**src/rtl/gauss_sample_arbiter.sv**
```systemverilog
// gauss_sample_arbiter: waits out the generator warm-up after reset, buffers
// Gaussian samples in a small FIFO and hands them out one per cycle to the
// path engines under round-robin arbitration. Samples arriving while the
// FIFO is full are dropped and counted (saturating).
//
// Handshake: a requester holds req[i] high while it wants samples. A sample
// is delivered in the cycle gnt[i] is high (out_valid = |gnt); there is no
// back-pressure on the delivery side, the grant itself is the transfer.
module gauss_sample_arbiter #(
    parameter int NUM_REQ    = 4,
    parameter int FIFO_DEPTH = 8,
    parameter int WARMUP     = 4
) (
    input  logic                          clk,
    input  logic                          nreset,
    input  logic [31:0]                   g_randnum_in,
    input  logic                          run,
    input  logic                          flush,
    input  logic [NUM_REQ-1:0]            req,
    output logic [NUM_REQ-1:0]            gnt,
    output logic [31:0]                   out_data,
    output logic                          out_valid,
    output logic                          ready,
    output logic [$clog2(FIFO_DEPTH):0]   fifo_level,
    output logic [15:0]                   drop_cnt,
    output logic                          state_dbg
);

    localparam int AW = $clog2(FIFO_DEPTH);
    localparam int LW = AW + 1;
    localparam int PW = (NUM_REQ > 1) ? $clog2(NUM_REQ) : 1;
    localparam int WW = (WARMUP > 1) ? $clog2(WARMUP) : 1;

    typedef enum logic {
        ST_WARM = 1'b0,
        ST_RUN  = 1'b1
    } state_t;

    state_t              state;
    logic [WW-1:0]       warm_cnt;
    logic [31:0]         mem [FIFO_DEPTH];
    logic [AW-1:0]       wr_ptr;
    logic [AW-1:0]       rd_ptr;
    logic [PW-1:0]       rr_ptr;
    logic [PW-1:0]       grant_idx;
    logic [PW-1:0]       cand_idx;
    logic                grant_found;
    logic                capture;
    logic                full;
    logic                pop;
    logic                push;
    logic                drop;

    assign state_dbg = state;

    // Round-robin search: first set req bit starting just after the last grant.
    always_comb begin
        grant_idx   = '0;
        cand_idx    = '0;
        grant_found = 1'b0;
        for (int i = 1; i <= NUM_REQ; i++) begin
            cand_idx = PW'((int'(rr_ptr) + i) % NUM_REQ);
            if (!grant_found && req[cand_idx]) begin
                grant_found = 1'b1;
                grant_idx   = cand_idx;
            end
        end
    end

    // A pop frees a slot in the same cycle, so a full FIFO still accepts a push then.
    assign capture = (state == ST_RUN) && run && !flush;
    assign full    = (fifo_level == LW'(FIFO_DEPTH));
    assign pop     = !flush && (fifo_level != '0) && grant_found;
    assign push    = capture && (!full || pop);
    assign drop    = capture && full && !pop;

    // Warm-up FSM: count WARMUP edges, then enter RUN and raise ready.
    always_ff @(posedge clk or negedge nreset) begin
        if (!nreset) begin
            state    <= ST_WARM;
            warm_cnt <= '0;
            ready    <= 1'b0;
        end else begin
            case (state)
                ST_WARM: begin
                    if (warm_cnt == WW'(WARMUP - 1)) begin
                        state <= ST_RUN;
                        ready <= 1'b1;
                    end else begin
                        warm_cnt <= warm_cnt + 1'b1;
                    end
                end
                default: begin
                    state <= ST_RUN;
                    ready <= 1'b1;
                end
            endcase
        end
    end

    // Sample storage; contents are meaningless outside the level window, so no reset.
    always_ff @(posedge clk) begin
        if (push) begin
            mem[wr_ptr] <= g_randnum_in;
        end
    end

    // FIFO pointers and occupancy; flush wins over push and pop.
    always_ff @(posedge clk or negedge nreset) begin
        if (!nreset) begin
            wr_ptr     <= '0;
            rd_ptr     <= '0;
            fifo_level <= '0;
        end else if (flush) begin
            wr_ptr     <= '0;
            rd_ptr     <= '0;
            fifo_level <= '0;
        end else begin
            if (push) begin
                wr_ptr <= wr_ptr + 1'b1;
            end
            if (pop) begin
                rd_ptr <= rd_ptr + 1'b1;
            end
            if (push && !pop) begin
                fifo_level <= fifo_level + 1'b1;
            end else if (pop && !push) begin
                fifo_level <= fifo_level - 1'b1;
            end
        end
    end

    // Registered grant and data; out_data holds its last value when idle.
    always_ff @(posedge clk or negedge nreset) begin
        if (!nreset) begin
            gnt       <= '0;
            out_data  <= '0;
            out_valid <= 1'b0;
            rr_ptr    <= PW'(NUM_REQ - 1);
        end else begin
            out_valid <= pop;
            if (pop) begin
                gnt      <= NUM_REQ'(1) << grant_idx;
                out_data <= mem[rd_ptr];
                rr_ptr   <= grant_idx;
            end else begin
                gnt <= '0;
            end
        end
    end

    // Saturating count of samples lost to a full FIFO.
    always_ff @(posedge clk or negedge nreset) begin
        if (!nreset) begin
            drop_cnt <= '0;
        end else if (drop && (drop_cnt != 16'hFFFF)) begin
            drop_cnt <= drop_cnt + 1'b1;
        end
    end

endmodule

```
**config.mk**
```make
export PLATFORM = sky130hd
export DESIGN_NAME = gauss_sample_arbiter
export DESIGN_NICKNAME = d
export VERILOG_FILES = /design/src/rtl/gauss_sample_arbiter.sv
export SDC_FILE = /design/constraint.sdc
export NUM_CORES = 1
export LEC_CHECK = 0
export CAP_MARGIN = 20
export CORE_AREA = 2 2 162 164
export DETAILED_ROUTE_END_ITERATION = 10
export DIE_AREA = 0 0 164 166
export HOLD_SLACK_MARGIN = 0.03
export PLACE_DENSITY_LB_ADDON = 0.2
export REMOVE_ABC_BUFFERS = 1
export SLEW_MARGIN = 40
export SYNTH_ARGS = -nofsm -noshare
export SYNTH_HDL_FRONTEND = slang
export SYNTH_SLANG_ARGS = --single-unit
```
**constraint.sdc**
```tcl
create_clock -name clk -period 3.5 [get_ports clk]
set_input_delay 0.525 -clock clk [delete_from_list [all_inputs] [get_ports clk]]
set_output_delay 0.525 -clock clk [all_outputs]
set_load 0.005 [all_outputs]
```
==> results.json <==
{
  "slowest_delay_ns": 0.59,
  "drc": 0,
  "path_class": "in -> reg",
  "final_common_cell": "edfxtp_1",
  "cts_setup_buffers": 0,
  "multi_input_area_um2": 3020,
  "syn_to_final_growth_pct": 20.9,
  "port_buffers": 98,
  "die_x_um": 164,
  "r2r-start": "fifo_level[0]",
  "cts_buffer_depth": 3,
  "regToRegEndpoint": "fifo_level[3]",
  "die-area_um2": 27200,
  "slowest_stage": "a311oi_2",
  "finalCritPeriodShare": 0.804,
  "critical_path.cell_chain": "clkdlybuf4s50_1 -> nand2_1 -> a311oi_2 -> nand2_1 -> ha_1 -> a21o_1 -> a21oi_1 -> a21oi_1 -> a41oi_1 -> a21oi_1",
  "h-tree-depth": 1,
  "die_h_um": 166,
  "drt_iter0_markers": 599,
  "synth_top_area_cell": "edfxtp_1",
  "fin_ws_ns": 0.685,
  "yosysSeqAreaShare": 0.751,
  "arrival_ns": 3.25,
  "layout_common_cells": "edfxtp_1 (256), clkdlybuf4s50_1 (97), mux4_2 (64), dfrtp_1 (64), nand2_1 (52)",
  "drt_wl_total_mm": 23.8,
  "avgViaCountPerCell": 5.55,
  "post-place-ws_ns": 0.224,
  "ys.flop_type": "edfxtp_1",
  "hp-class": "reg -> reg",
  "vias": 6364,
  "grt_use_total": 0.179,
  "hold_ws_ns": 0.463,
  "grt_pass1_vias": 6678,
  "ys.warnings.count": 0,
  "fin_util": 0.592,
  "critical_path_required_ns": 3.93,
  "yosysUniqueCellTypes": 45,
  "fmax_mhz": 355,
  "antenna_left": 0,
  "final_max_slew_viol_count": 0,
  "hold_viol_final": 0,
  "filler_cell_count": 1883,
  "dr.pass1.iters": 5,
  "syn_area_um2": 12500,
  "overflow": 0,
  "grt_pass1_wl_mm": 37.8,
  "synth_cells": 663,
  "max_cap_violations": 0,
  "hp-start": "ready",
  "ir_worst_vdd_v": 0.000458,
  "grt_max_degree": 70,
  "tightest_slew_ns": 0.719,
  "cts_made_buffers": 31,
  "min_period_ns": 2.81,
  "insertion_delay_ns": 0.55,
  "regArea_um2": 9430,
  "yosys_register_bits": 325,
  "grt_setup_unrepaired": "no",
  "worstRegToRegCells": 10,
  "r2r_slack_ns": 0.73,
  "slew_headroom": 0.521,
  "gp_congestion": 0.805,
  "cp_max_fo": 7,
  "diodes": 0,
  "hold_end": "ready",
  "startpoint_type": "input pin",
  "fp.coreArea_um2": 25600,
  "num_rows": 59,
  "cts_root_buffer": "clkbuf_16",
  "pin_count": 99,
  "netlist.area_leader.share": 0.613,
  "synth.area.top_cells": "edfxtp_1 (61%), dfrtp_1 (13%), mux4_2 (12%)",
  "powerDensity_nw_per_um2": 697,
  "cp-end-kind": "flip-flop",
  "syn_avg_cell_area_um2": 18.9,
  "worst_path_most_repeated_cell": "a21oi_1",
  "cts_num_sinks": 325,
  "status": "completed",
  "wl_per_cell_um": 20.8,
  "place_hpwl_mm": 14.3,
  "nets": 834,
  "path_clk_slew_ns": 0.07,
  "synthArstFlopShare": 0.212,
  "setup_viol": 0,
  "whs_path_depth": 1,
  "cts_tree": "built",
  "p_leak_uw": 0.00508,
  "start_util": 0.489,
  "grt_antenna_before_repair": 0,
  "final_layout_size_suffix_gt1_frac": 0.188,
  "synth_edf_count": 256,
  "fin_skew_ns": 0.0262
}
registers in the layout, indices dropped and copies added, names as in the netlist:
register	cells
out_valid	1
fifo_level	4
warm_cnt	2
state_dbg	1
mem	256
ready	1
out_data	32
rd_ptr	3
wr_ptr	3
rr_ptr	2
drop_cnt	16
gnt	4
final cells by class:
cell class              count  area share
clock buffers              38      0.0529
clock inverters            20      0.0167
inverters                   8     0.00198
multi-input cells         302       0.199
flip-flops and latches    325       0.622
well taps                 335      0.0277
repair buffers            119      0.0795
cells in the mapped netlist (2+ instances only):
cell and instances:
dfrtp_1 67, buf_2 11, nand3_1 8, nor3_1 4, nand2b_1 6, o21ai_0 28
inv_2 2, and4_1 2, mux4_2 64, o21ai_1 14, a21o_1 3, xor2_1 5
buf_1 4, edfxtp_1 256, mux2i_1 35, nor2_1 22, and3_1 3, dfstp_2 2
or3_1 2, inv_1 6, clkbuf_1 12, nand4_1 7, xnor2_1 14, ha_1 6
nand2_1 52, a21oi_1 9
how the worst max path moves through the flow:
stage | from | end
after floorplan | run | mem[0][0]
after global placement | run | fifo_level[3]
after detailed placement | run | fifo_level[3]
after CTS | run | fifo_level[3]
after global routing | state_dbg | fifo_level[3]
final | run | fifo_level[3]
power by group:
part | total, uW | internal, uW | switching [uW]
Clock | 3430 | 2070 | 1360
Sequential | 4840 | 4490 | 354
Combinational | 2300 | 1290 | 1010
Total | 10600 | 7840 | 2730
cell families after synthesis:
group,after synthesis,share of synthesized area
flip-flops,325,0.751
AND/OR/NAND/NOR,116,0.0443
multiplexers,101,0.145
AO/OA/AOI/OAI,59,0.0264
buffers and inverters,36,0.0122
XOR/XNOR,19,0.0133
adder cells (fa/ha/maj),7,0.00759
per-layer routing:
metal,vias up,share of wire,global-route usage
li1,2862,-,-
met1,3319,0.45,0.258
met4,0,0.0092,0.0305
met3,21,0.047,0.0280
met5,-,0,0
met2,162,0.50,0.298
critical path: cells and delay by family:
kind,cells,cell delay (ns)
buf+inv,1,0.54
compound gates,6,1.44
fa+ha+maj,1,0.33
simple gates,2,0.42
stage by stage:
stage / total power [uW] / instances / TNS (ns) / instance area (um^2)
5_1_grt: 11100 / 1147 / 0 / 15200
3_5_place_dp: 7270 / 1088 / 0 / 14100
3_3_place_gp: 7200 / 1088 / 0 / 14100
4_1_cts: 10700 / 1147 / 0 / 15200
2_1_floorplan: 6270 / 635 / -32.16 / 12400
6_report: 10600 / 1147 / 0 / 15200
what timing repair did:
action,CTS,global route
hold endpoints to repair,27,0
endpoints found under the setup margin,0,0
hold buffers,1,0
gates resized for setup,0,0
No activity file was read; power rests on OpenSTA's default activity.
